## config.mk

```make
export PLATFORM = sky130hd
export DESIGN_NAME = painterengine_gpu_blit_scheduler
export DESIGN_NICKNAME = d
export VERILOG_FILES = /design/src/rtl/painterengine_gpu_blit_scheduler.sv
export SDC_FILE = /design/constraint.sdc
export NUM_CORES = 1
export LEC_CHECK = 0
export ABC_CLOCK_PERIOD_IN_PS = 1800
export CAP_MARGIN = 15
export CORE_AREA = 5 5 308 310
export CTS_BUF_LIST = sky130_fd_sc_hd__clkbuf_4
export DETAILED_ROUTE_END_ITERATION = 8
export DIE_AREA = 0 0 313 315
export PLACE_DENSITY = 0.47
export SETUP_SLACK_MARGIN = 0.4
export SLEW_MARGIN = 20
export SYNTH_ARGS = -nofsm -noshare
export SYNTH_HDL_FRONTEND = slang
export SYNTH_SLANG_ARGS = --single-unit
```

## constraint.sdc

```tcl
create_clock -name i_wire_clock -period 1.8 [get_ports i_wire_clock]
set_input_delay 0.36 -clock i_wire_clock [delete_from_list [all_inputs] [get_ports i_wire_clock]]
set_output_delay 0.36 -clock i_wire_clock [all_outputs]
set_load 0.05 [all_outputs]
```

## src/rtl/painterengine_gpu_blit_scheduler.sv

```systemverilog
// Round-robin blit scheduler sharing one clip unit between requesters.
// Optional watchdog: define PAINTERENGINE_GPU_BLIT_SCHED_TIMEOUT_EN.
module painterengine_gpu_blit_scheduler #(
  parameter int PARAM_TEXTURE_MAX_SIZE = 16,
  parameter int PARAM_REQUESTERS = 2,
  parameter int PARAM_TIMEOUT_CYCLES = 1024,
  localparam int W = PARAM_TEXTURE_MAX_SIZE,
  localparam int N = PARAM_REQUESTERS,
  localparam int CMD_W = 12 * W + 7
) (
  input  logic             i_wire_clock,
  input  logic             i_wire_resetn,
  input  logic [N-1:0]     i_wire_req_valid,
  input  logic [N*CMD_W-1:0] i_wire_req_cmd,
  output logic [N-1:0]     o_wire_req_ready,
  output logic [N-1:0]     o_wire_req_done,
  output logic             o_wire_req_empty,
  output logic             o_wire_req_error,
  output logic             o_wire_clip_resetn,
  output logic [CMD_W-1:0] o_wire_clip_cmd,
  input  logic             i_wire_clip_done,
  input  logic [W-1:0]     i_wire_clip_x,
  input  logic [W-1:0]     i_wire_clip_y,
  input  logic [W-1:0]     i_wire_clip_clipx,
  input  logic [W-1:0]     i_wire_clip_clipy,
  input  logic [W-1:0]     i_wire_clip_clipw,
  input  logic [W-1:0]     i_wire_clip_cliph,
  output logic             o_wire_job_valid,
  input  logic             i_wire_job_ready,
  output logic [W-1:0]     o_wire_job_x,
  output logic [W-1:0]     o_wire_job_y,
  output logic [W-1:0]     o_wire_job_clipx,
  output logic [W-1:0]     o_wire_job_clipy,
  output logic [W-1:0]     o_wire_job_clipw,
  output logic [W-1:0]     o_wire_job_cliph,
  output logic [2:0]       o_wire_job_mirror,
  input  logic             i_wire_render_done,
  output logic             o_wire_busy
);

  localparam int IW = (N > 1) ? $clog2(N) : 1;
  localparam logic [IW:0] NL = (IW+1)'(N);
  localparam logic [N-1:0] ONE = N'(1);

  localparam logic [2:0] S_IDLE      = 3'd0;
  localparam logic [2:0] S_CLIP_RST  = 3'd1;
  localparam logic [2:0] S_CLIP_WAIT = 3'd2;
  localparam logic [2:0] S_ISSUE     = 3'd3;
  localparam logic [2:0] S_RUN       = 3'd4;
  localparam logic [2:0] S_RESP      = 3'd5;

  if (N < 2 || N > 8 || PARAM_TIMEOUT_CYCLES < 1) begin : g_param_chk
    $error("painterengine_gpu_blit_scheduler: bad parameters");
  end

  logic [2:0]       state;
  logic [IW-1:0]    ptr;
  logic [IW-1:0]    gnt_q;
  logic             empty_q;
  logic             err_q;
  logic             gnt_hit;
  logic [IW-1:0]    gnt_idx;
  logic [IW:0]      scan;
  logic [CMD_W-1:0] cmd_sel;
  logic [IW-1:0]    ptr_nxt;
  logic             zero_clip;
  logic             tmo_hit;

  always_comb begin
    gnt_hit = 1'b0;
    gnt_idx = '0;
    scan = '0;
    for (int k = 0; k < N; k++) begin
      scan = {1'b0, ptr} + (IW+1)'(k);
      if (scan >= NL) scan = scan - NL;
      if (!gnt_hit && i_wire_req_valid[scan[IW-1:0]]) begin
        gnt_hit = 1'b1;
        gnt_idx = scan[IW-1:0];
      end
    end
  end

  always_comb begin
    cmd_sel = '0;
    for (int k = 0; k < N; k++) begin
      if (gnt_idx == IW'(k)) cmd_sel = i_wire_req_cmd[k*CMD_W +: CMD_W];
    end
  end

  assign ptr_nxt = ({1'b0, gnt_idx} == NL - 1'b1) ? '0 : gnt_idx + 1'b1;
  assign zero_clip = (i_wire_clip_clipw == '0) || (i_wire_clip_cliph == '0);

`ifdef PAINTERENGINE_GPU_BLIT_SCHED_TIMEOUT_EN
  localparam int TW = $clog2(PARAM_TIMEOUT_CYCLES + 1);
  logic [TW-1:0] tmo_cnt;
  logic          tmo_on;

  assign tmo_on = (state == S_CLIP_WAIT) || (state == S_RUN);
  assign tmo_hit = tmo_on && (tmo_cnt == TW'(PARAM_TIMEOUT_CYCLES - 1));

  // cleared in the state before each watched state, so it reads 0 on entry
  always_ff @(posedge i_wire_clock or negedge i_wire_resetn) begin
    if (!i_wire_resetn) tmo_cnt <= '0;
    else if (state == S_CLIP_RST || state == S_ISSUE) tmo_cnt <= '0;
    else if (tmo_on) tmo_cnt <= tmo_cnt + 1'b1;
  end
`else
  assign tmo_hit = 1'b0;
`endif

  always_ff @(posedge i_wire_clock or negedge i_wire_resetn) begin
    if (!i_wire_resetn) begin
      state <= S_IDLE;
      ptr <= '0;
      gnt_q <= '0;
      empty_q <= 1'b0;
      err_q <= 1'b0;
      o_wire_req_ready <= '0;
      o_wire_clip_resetn <= 1'b0;
      o_wire_clip_cmd <= '0;
      o_wire_job_valid <= 1'b0;
      o_wire_job_x <= '0;
      o_wire_job_y <= '0;
      o_wire_job_clipx <= '0;
      o_wire_job_clipy <= '0;
      o_wire_job_clipw <= '0;
      o_wire_job_cliph <= '0;
      o_wire_job_mirror <= '0;
    end else begin
      o_wire_req_ready <= '0;
      unique case (state)
        S_IDLE: if (gnt_hit) begin
          o_wire_req_ready <= ONE << gnt_idx;
          o_wire_clip_cmd <= cmd_sel;
          gnt_q <= gnt_idx;
          ptr <= ptr_nxt;
          o_wire_clip_resetn <= 1'b0;
          state <= S_CLIP_RST;
        end
        S_CLIP_RST: begin
          o_wire_clip_resetn <= 1'b1;
          state <= S_CLIP_WAIT;
        end
        S_CLIP_WAIT: if (i_wire_clip_done) begin
          if (zero_clip) begin
            empty_q <= 1'b1;
            state <= S_RESP;
          end else begin
            o_wire_job_x <= i_wire_clip_x;
            o_wire_job_y <= i_wire_clip_y;
            o_wire_job_clipx <= i_wire_clip_clipx;
            o_wire_job_clipy <= i_wire_clip_clipy;
            o_wire_job_clipw <= i_wire_clip_clipw;
            o_wire_job_cliph <= i_wire_clip_cliph;
            o_wire_job_mirror <= o_wire_clip_cmd[12*W+4 +: 3];
            o_wire_job_valid <= 1'b1;
            state <= S_ISSUE;
          end
        end else if (tmo_hit) begin
          err_q <= 1'b1;
          o_wire_clip_resetn <= 1'b0;
          state <= S_RESP;
        end
        S_ISSUE: if (i_wire_job_ready) begin
          o_wire_job_valid <= 1'b0;
          state <= S_RUN;
        end
        S_RUN: if (i_wire_render_done) begin
          state <= S_RESP;
        end else if (tmo_hit) begin
          err_q <= 1'b1;
          state <= S_RESP;
        end
        S_RESP: begin
          empty_q <= 1'b0;
          err_q <= 1'b0;
          state <= S_IDLE;
        end
        default: state <= S_IDLE;
      endcase
    end
  end

  assign o_wire_req_done = (state == S_RESP) ? (ONE << gnt_q) : '0;
  assign o_wire_req_empty = empty_q;
  assign o_wire_req_error = err_q;
  assign o_wire_busy = (state != S_IDLE);

endmodule

```

---- Word-level counts from Yosys, hierarchy flattened ----
Index checks and enable logic that the tools add are counted.
operators by class
  bitwise logic cells ..................... 1
  shifts and indexed selects .............. 2
  reduce and logical (&&, ||, !) cells .... 16
  magnitude comparators ................... 4
  eq/ne operators ......................... 11
  muxes and demuxes ....................... 30
  $add $sub $neg .......................... 4
operators with widths
  cell                                                                count
  two-way mux 199 bit                                                 1
  zero test 16 bit                                                    2
  two-way mux 1 bit                                                   17
  two-way mux 3 bit                                                   5
  one-hot mux 3 bit (5 select lines)                                  1
  inequality test 2 bit (second input constant)                       6
  AND reduction 4 bit                                                 2
  == test 3 x 2 -> 1 bit (second input constant)                      2
  == test 3 bit (second input constant)                               2
  two-way mux 2 bit                                                   3
  one-hot mux 1 bit (2 select lines)                                  3
  AND reduction 3 bit                                                 2
  nonzero test 2 bit                                                  3
  < comparator 1 x 2 -> 1 bit (second input constant)                 2
  AND reduction 2 bit                                                 2
  << shifter 1 x 1 -> 2 bit (first input constant)                    2
  == test 3 x 1 -> 1 bit (second input constant)                      1
  zero test 3 bit                                                     1
  nonzero test 3 bit                                                  1
  adder 1 x 1 -> 2 bit (second input constant)                        1
  greater-or-equal comparator 1 x 2 -> 1 bit (second input constant)  1
  greater-or-equal comparator 2 bit (second input constant)           1
  subtractor 1 bit (second input constant)                            2
  adder 1 bit (second input constant)                                 1
  other kinds (4)                                                     4
word-level totals
  bits of input ports ..................... 501
  output and inout port bits .............. 307
  logic and storage cells ................. 83
  flip-flop bits (word level) ............. 308

---- Longest topological paths before layout ----
Gate-level depths: netlist of run 1.
  depth in word-level cells ............... 11
  mapped depth ............................ 8
  mapped depth without buffers ............ 4

---- Worst setup path after synthesis of run 1 ----
Ideal clock, no wire load.
  kind .................................... flip-flop to flip-flop
  start ................................... reg state[0]
  end ..................................... reg o_wire_job_cliph[0]
  setup slack ............................. 0.117 ns
  clock period less this slack ............ 1.683 ns
  path buffers ............................ 3
  arrival time ............................ 1.558 ns
  library setup time ...................... 0.125 ns
  cell stages (with the launch flop) ...... 8
  data required time ...................... 1.675 ns
  path through ............................ dfrtp_1 buf_6 and2b_1 nor3b_2 nand3_1 buf_4 buf_6 mux2_4
between the ends
  longest elaborated chain between the ends .. 2
RTL lines
  item                                  line  source
  from (decl)                           56    logic [2:0] state;
  from (signal assigned)                113   state <= S_IDLE;
  from (signal assigned)                138   state <= S_CLIP_RST;
  from (signal assigned)                142   state <= S_CLIP_WAIT;
  == test 3 x 2 -> 1 bit                131   unique case (state)
  AND reduction 3 bit (no source line)  -
  to (signal assigned)                  154   o_wire_job_cliph <= i_wire_clip_cliph;
  to (decl)                             35    output logic [W-1:0] o_wire_job_cliph,
Every way passes these cells.
A chain may end at the register's enable or synchronous reset.

---- Worst setup path in the final report of run 1 ----
  start ................................... reg state[1]
  end ..................................... out o_wire_req_done[0]
between the ends
  longest elaborated chain between the ends .. 2
RTL lines
  item               line  source
  == test 3 bit      184   assign o_wire_req_done = (state == S_RESP) ? (ONE << gnt_q) : '0;
  two-way mux 2 bit  184
  to (decl)          16    output logic [N-1:0] o_wire_req_done,
Every way passes these cells.

==> flow_metrics.env, run 1 <==
export IMPL_cp_max_fo=3
export IMPL_nets=3042
export IMPL_cts_sinks=308
export IMPL_hold_class="input port to flip-flop"
export IMPL_htree_levels=3
export IMPL_cp_start_kind="flip-flop"
export IMPL_num_io_pins=808
export IMPL_synth_most_common_cell="dfrtp_1"
export IMPL_wire_per_inst_um=21.72
export IMPL_cts_tree="yes"
export IMPL_synth_compound_area_share_pct=16.45
export IMPL_slew_headroom_pct=63.66
export IMPL_wl_mm=82.59
export IMPL_die_x_um=313
export IMPL_synthMuxAreaShare_pct=11.81
export IMPL_whs_ns=0.1987
export IMPL_fillers=8830
export IMPL_area_delta_synth_final_pct=153.4
export IMPL_drv_slew=0
export IMPL_grt_max_degree=48
export IMPL_seq_area_mm2=0.007726
export IMPL_layout_drive_gt1_share_pct=35.55
export IMPL_synth_fa_ha_area_share_pct=0
export IMPL_drt_pass1_iter_count=9
export IMPL_vias=15480
export IMPL_dp_cells=2930
export IMPL_clk_insertion_delay_late_ns=0.85
export IMPL_syn_inst=934
export IMPL_coreArea_mm2=0.09139
export IMPL_dpl_instance_area_mm2=0.02232
export IMPL_track_usage_pct=14.56
export IMPL_final_cells=3802
export IMPL_antenna_found_initial=7
export IMPL_drt_iter0_markers=1756
export IMPL_cp_end_kind="primary output"
export IMPL_period_share_pct=129.3
export IMPL_synth_warnings=0
export IMPL_row_count=111
export IMPL_crit_path_max_incr_delay_ns=0.40
export IMPL_crit_type="flip-flop to primary output"
export IMPL_syn_cell_area_mm2=0.01267
export IMPL_worstMarginPinSlew_ns=0.5451
export IMPL_hold_viol=0
export IMPL_numCtsBuffers=94
export IMPL_ir_drop_uv=1103
export IMPL_slowest_stage="dfrtp_1"
export IMPL_path_clk_slew_ns=0.06
export IMPL_maxCapViolCount=0
export IMPL_setup_slack_ns=-0.5270
export IMPL_powerDensity_mw_per_mm2=1865
export IMPL_overflow=0
export IMPL_synthFlopType="dfrtp_1"
export IMPL_min_period_ns=2.327
export IMPL_finalPower_w=0.05988
export IMPL_synthTopCellsByCount="308 x dfrtp_1, 203 x inv_1, 199 x a222oi_1"
export IMPL_grt_pass1_vias=16650
export IMPL_outcome="finished, violations left"
export IMPL_synth_top_area_cell="dfrtp_1"
export IMPL_viasPerCell=4.072
export IMPL_power_leakage_nw=15.18
export IMPL_synth_seq_cells=308
export IMPL_fmax_ghz=0.4297
export IMPL_setup_violations=324
export IMPL_synth_edf_count=0
export IMPL_crit_required_ns=1.44
export IMPL_fin_area_mm2=0.03211
export IMPL_hpwl_mm=52.15
export IMPL_synth_top_family_by_area="compound AO/OA/AOI/OAI gates"
export IMPL_async_flop_share_pct=100.0
export IMPL_synth_top_cell_area_share_pct=60.81
export IMPL_cp_top_family="simple AND/OR/NAND/NOR gates"
export IMPL_cp_arrival_ns=1.97
export IMPL_synth_area_leaders="dfrtp_1 61%, a222oi_1 16%, mux2_4 12%, inv_1 6.0%, buf_2 1.9%"
export IMPL_yosys_area_share_simple_pct=1.293
export IMPL_rsz0062_at_grt="true"
export IMPL_clockBufferDepth=3
export IMPL_dieHeight_um=315
export IMPL_worst_path_buf_inv=2
export IMPL_final_setup_tns_ns=-70.33
export IMPL_cts_root_buffer="clkbuf_4"
export IMPL_ys_types=31
export IMPL_dieArea_mm2=0.09860
export IMPL_violations="negative setup slack"
export IMPL_ant_nets=0
export IMPL_skew_ns=0.04698
export IMPL_multiInputGateArea_mm2=0.003844
export IMPL_path_cells="buf_6 -> nand3b_1 -> nor2_2 -> buf_12"
export IMPL_synthesis_nets=1435
export IMPL_synthXorXnorAreaFrac_pct=0
export IMPL_avgSynthCellArea_um2=13.57
export IMPL_start_util_pct=13.87
export IMPL_ys_seq_area_share_pct=60.81
export IMPL_io_buffers=806
export IMPL_grt_first_pass_wirelength_mm=108.1
export IMPL_gp_congestion=0.8583
export IMPL_drc_errors=0
-- per-layer routing --
metal	GRT usage, %	vias up	routed length (um)
li1	-	6832	-
met5	0	-	23
met3	4.674	185	7061
met1	16.15	7540	30690
met4	6.546	4	3550
met2	25.54	921	41270
-- power breakdown --
group | leakage, nW | internal (W) | switching [W]
clock | 0.676 | 0.00331 | 0.00340
combinational | 10.8 | 0.0183 | 0.0214
sequential | 3.75 | 0.0104 | 0.00305
total | 15.2 | 0.0321 | 0.0278
-- metrics by stage --
stage	setup WS [ns]	util, %
6_report	-0.5270	35.14
5_1_grt	-0.7360	35.14
4_1_cts	-0.8016	33.29
3_5_place_dp	-1.146	24.43
3_3_place_gp	-1.042	24.43
2_1_floorplan	0.1360	-
-- logic make-up (layout without fill, tap and decap cells) --
kind of cell,count (synthesis),in the layout
flip-flops,308,308
AO/OA/AOI/OAI,213,213
AND/OR/NAND/NOR,27,28
other,1,4
buffers and inverters,285,1963
multiplexers,100,100
-- path summary, 6_finish.rpt --
| path | from | slack [ns] | cells past startpoint | endpoint |
|---|---|---|---|---|
| max in group asynchronous | i_wire_resetn | 0.48 | 4 | o_wire_clip_cmd[29]$_DFFE_PN0P_ |
| min | i_wire_req_cmd[185] | 0.20 | 3 | o_wire_clip_cmd[185]$_DFFE_PN0P_ |
| max reg2reg | state[1]$_DFFE_PN0P_ | -0.38 | 11 | o_wire_job_x[6]$_DFFE_PN0P_ |
| min reg2reg | ptr$_DFFE_PN0P_ | 0.52 | 1 | ptr$_DFFE_PN0P_ |
| min in group asynchronous | i_wire_resetn | 0.62 | 3 | o_wire_clip_cmd[76]$_DFFE_PN0P_ |
| max | state[1]$_DFFE_PN0P_ | -0.53 | 4 | o_wire_req_done[0] |
-- flip-flops by register name (all words and copies together) (netlist names), 2 cells and up --
| name | count |
|---|---|
| o_wire_job_mirror | 3 |
| state | 3 |
| o_wire_job_cliph | 16 |
| o_wire_job_clipx | 16 |
| o_wire_job_x | 16 |
| o_wire_job_clipy | 16 |
| o_wire_clip_cmd | 199 |
| o_wire_job_y | 16 |
| o_wire_job_clipw | 16 |
| o_wire_req_ready | 2 |
-- placed cells by master, fill, tap and decap left out, types with 2 or more instances in the layout --
| master | instances |
|---|---|
| a21o_1 | 2 |
| dfrtp_1 | 293 |
| dlygate4sd3_1 | 434 |
| nor2_1 | 2 |
| dfrtp_2 | 15 |
| a21oi_2 | 2 |
| buf_12 | 57 |
| clkdlybuf4s50_1 | 499 |
| diode_2 | 3 |
| buf_6 | 308 |
| clkinv_1 | 28 |
| clkbuf_16 | 26 |
| clkbuf_4 | 127 |
| clkinv_4 | 2 |
| nand2_1 | 2 |
| clkinv_2 | 6 |
| buf_4 | 233 |
| mux2_4 | 99 |
| nand4_1 | 2 |
| buf_8 | 14 |
| o21a_1 | 2 |
| buf_16 | 21 |
| clkinvlp_4 | 2 |
| a222oi_1 | 199 |
| o21ai_0 | 2 |
| inv_1 | 202 |
| nor4_1 | 7 |
| nand3_4 | 2 |
| and3_4 | 2 |
-- worst register-to-register path, stage by stage (launching register included) --
cell	delay, ns
dfrtp_1	0.37
buf_6	0.11
buf_4	0.09
buf_6	0.08
and2b_1	0.14
nor3b_4	0.23
buf_6	0.16
nand3_4	0.11
buf_12	0.17
buf_6	0.11
buf_12	0.14
mux2_4	0.30
-- timing repair --
| action | CTS | global route |
|---|---|---|
| pin swaps | 13 | 27 |
| gates resized for setup | 307 | 85 |
| gates cloned | 15 | 36 |
| buffers inserted | 132 | 84 |
| hold buffers | 434 | 0 |
| hold endpoints to repair | 570 | 0 |
| setup endpoints to repair | 612 | 612 |
-- final cells by class --
class / count / share of cell area (%)
sequential: 308 / 24.06
timing repair buffer: 1592 / 53.36
tap: 1186 / 4.621
inverter: 203 / 2.381
multi-input combinational: 342 / 11.97
clock buffer: 127 / 2.969
clock inverter: 41 / 0.6117
antenna: 3 / 0.02338
No activity file was read; power rests on OpenSTA's default activity.
==> run 2, diff against run 1 <==
REMOVE_ABC_BUFFERS = 1   (was default)
==> run 2 against run 1 <==
Against the previous run:
- the flow finishes with violations (design-rule violations, negative setup slack)
- clock-buffer cell count decreased by 6
- combinational power down 9.3%
- core utilization decreased by 2.6 points
- first-iteration DRC count fell by 18%
- largest cell class unchanged
==> flow_metrics.env, run 2 (synthesized netlist as in run 1, its figures left out) <==
export IMPL_clk_insertion_delay_late_ns=0.85
export IMPL_hold_viol=0
export IMPL_setup_violations=215
export IMPL_wire_per_inst_um=21.25
export IMPL_htree_levels=3
export IMPL_ir_drop_uv=1096
export IMPL_drt_pass1_iter_count=9
export IMPL_grt_pass1_vias=16450
export IMPL_grt_max_degree=65
export IMPL_ant_nets=0
export IMPL_dieArea_mm2=0.09860
export IMPL_drt_iter0_markers=1432
export IMPL_min_period_ns=2.312
export IMPL_r2r_slack_ns=-0.19
export IMPL_vias=14620
export IMPL_rsz0062_at_grt="true"
export IMPL_area_delta_synth_final_pct=134.9
export IMPL_cts_tree="yes"
export IMPL_layout_commonest_cell="clkdlybuf4s50_1"
export IMPL_final_cell_mix="499 x clkdlybuf4s50_1, 402 x dlygate4sd3_1, 291 x dfrtp_1"
export IMPL_finalPower_w=0.05613
export IMPL_grt_first_pass_wirelength_mm=110.3
export IMPL_place_worst_setup_slack_ns=-0.7244
export IMPL_layout_drive_gt1_share_pct=32.76
export IMPL_hold_class="input port to flip-flop"
export IMPL_drv_slew=0
export IMPL_row_count=111
export IMPL_cp_start_kind="flip-flop"
export IMPL_outcome="finished, violations left"
export IMPL_cts_sinks=308
export IMPL_antenna_found_initial=3
export IMPL_powerDensity_mw_per_mm2=1885
export IMPL_die_x_um=313
export IMPL_setup_slack_ns=-0.5119
export IMPL_fmax_ghz=0.4325
export IMPL_hpwl_mm=58.35
export IMPL_numCtsBuffers=91
export IMPL_num_io_pins=808
export IMPL_clockBufferDepth=3
export IMPL_viasPerCell=4.006
export IMPL_regMostFlops="o_wire_clip_cmd"
export IMPL_start_util_pct=13.87
export IMPL_drc_errors=5
export IMPL_crit_type="flip-flop to primary output"
export IMPL_skew_ns=0.05736
export IMPL_coreArea_mm2=0.09139
export IMPL_overflow=0
export IMPL_crit_required_ns=1.44
export IMPL_io_buffers=806
export IMPL_cp_arrival_ns=1.95
export IMPL_cp_max_fo=7
export IMPL_nets=2896
export IMPL_power_leakage_nw=14.05
export IMPL_gp_congestion=0.8322
export IMPL_period_share_pct=128.4
export IMPL_track_usage_pct=15.00
export IMPL_path_clk_slew_ns=0.08
export IMPL_wl_mm=77.58
export IMPL_cp_end_kind="primary output"
export IMPL_cts_root_buffer="clkbuf_4"
export IMPL_maxCapViolCount=0
export IMPL_dieHeight_um=315
export IMPL_largest_reg_flops=199
export IMPL_violations="design-rule violations, negative setup slack"
[run 2: cell types whose count changed in the layout (fill, tap and decap cells not counted), moves of 14 or more]
cell           delta
buf_4            -21
buf_8            +14
buf_6            -44
clkbuf_16        -26
dlygate4sd3_1    -32
buf_16           -21
[run 2: where the power goes]
part	switching (W)	internal, W
registers	0.00314	0.0104
clock network	0.00325	0.00329
logic	0.0204	0.0156
total	0.0268	0.0293
[run 2: final timing paths]
check	start	end	depth (start not counted)
setup reg to reg	state[2]$_DFFE_PN0P_	o_wire_job_clipy[9]$_DFFE_PN0P_	9
hold reg to reg	ptr$_DFFE_PN0P_	ptr$_DFFE_PN0P_	1
max in group asynchronous	i_wire_resetn	o_wire_clip_cmd[65]$_DFFE_PN0P_	3
hold / removal	i_wire_req_cmd[61]	o_wire_clip_cmd[61]$_DFFE_PN0P_	3
setup / recovery	state[2]$_DFFE_PN0P_	o_wire_req_done[1]	5
min in group asynchronous	i_wire_resetn	o_wire_clip_cmd[198]$_DFFE_PN0P_	3
[run 2: what timing repair did]
item                       CTS  global route
hold buffers               403             0
resized for setup          317            20
pin swaps                    3             2
hold endpoints to repair   560             0
cloned                       0             0
setup endpoints to repair  610           610
buffers inserted           114            30
[run 2: worst max-delay path: stages (launching register included)]
cell,delay (ns)
dfrtp_1,0.37
buf_6,0.11
buf_6,0.11
nand3b_1,0.17
nor2_2,0.20
buf_12,0.15
[run 2: layout make-up]
class / instances / area (um^2)
repair buffers: 1450 / 14900
flip-flops and latches: 308 / 7729
clock inverters: 37 / 193.9
multi-input cells: 341 / 3787
well taps: 1186 / 1484
diodes: 4 / 10.01
inverters: 203 / 762.0
fillers: 9096 / 61610
clock buffers: 121 / 908.4
[run 2: metrics by stage]
step	hold WS [ns]	cells	area, um^2	setup TNS, ns	utilization (%)
2_1_floorplan	0.06441	852	12220	-1504.58	-
3_3_place_gp	0.3164	2941	22320	-109.25	24.43
3_5_place_dp	0.3201	2941	22320	-114.52	24.43
4_1_cts	0.0002266	3616	29490	-60.41	32.27
5_1_grt	0.04114	3647	29770	-76.04	32.58
6_report	0.1828	3650	29780	-17.14	32.59
[run 2: layer usage]
layer  global-route usage (%)  up-vias  share of wire [%]
li1                         -     6522                  -
met1                    17.03     7221                 38
met2                    26.71      762                 51
met3                    4.095      116                7.3
met4                    6.100        0                3.5
met5                        0        -                  0
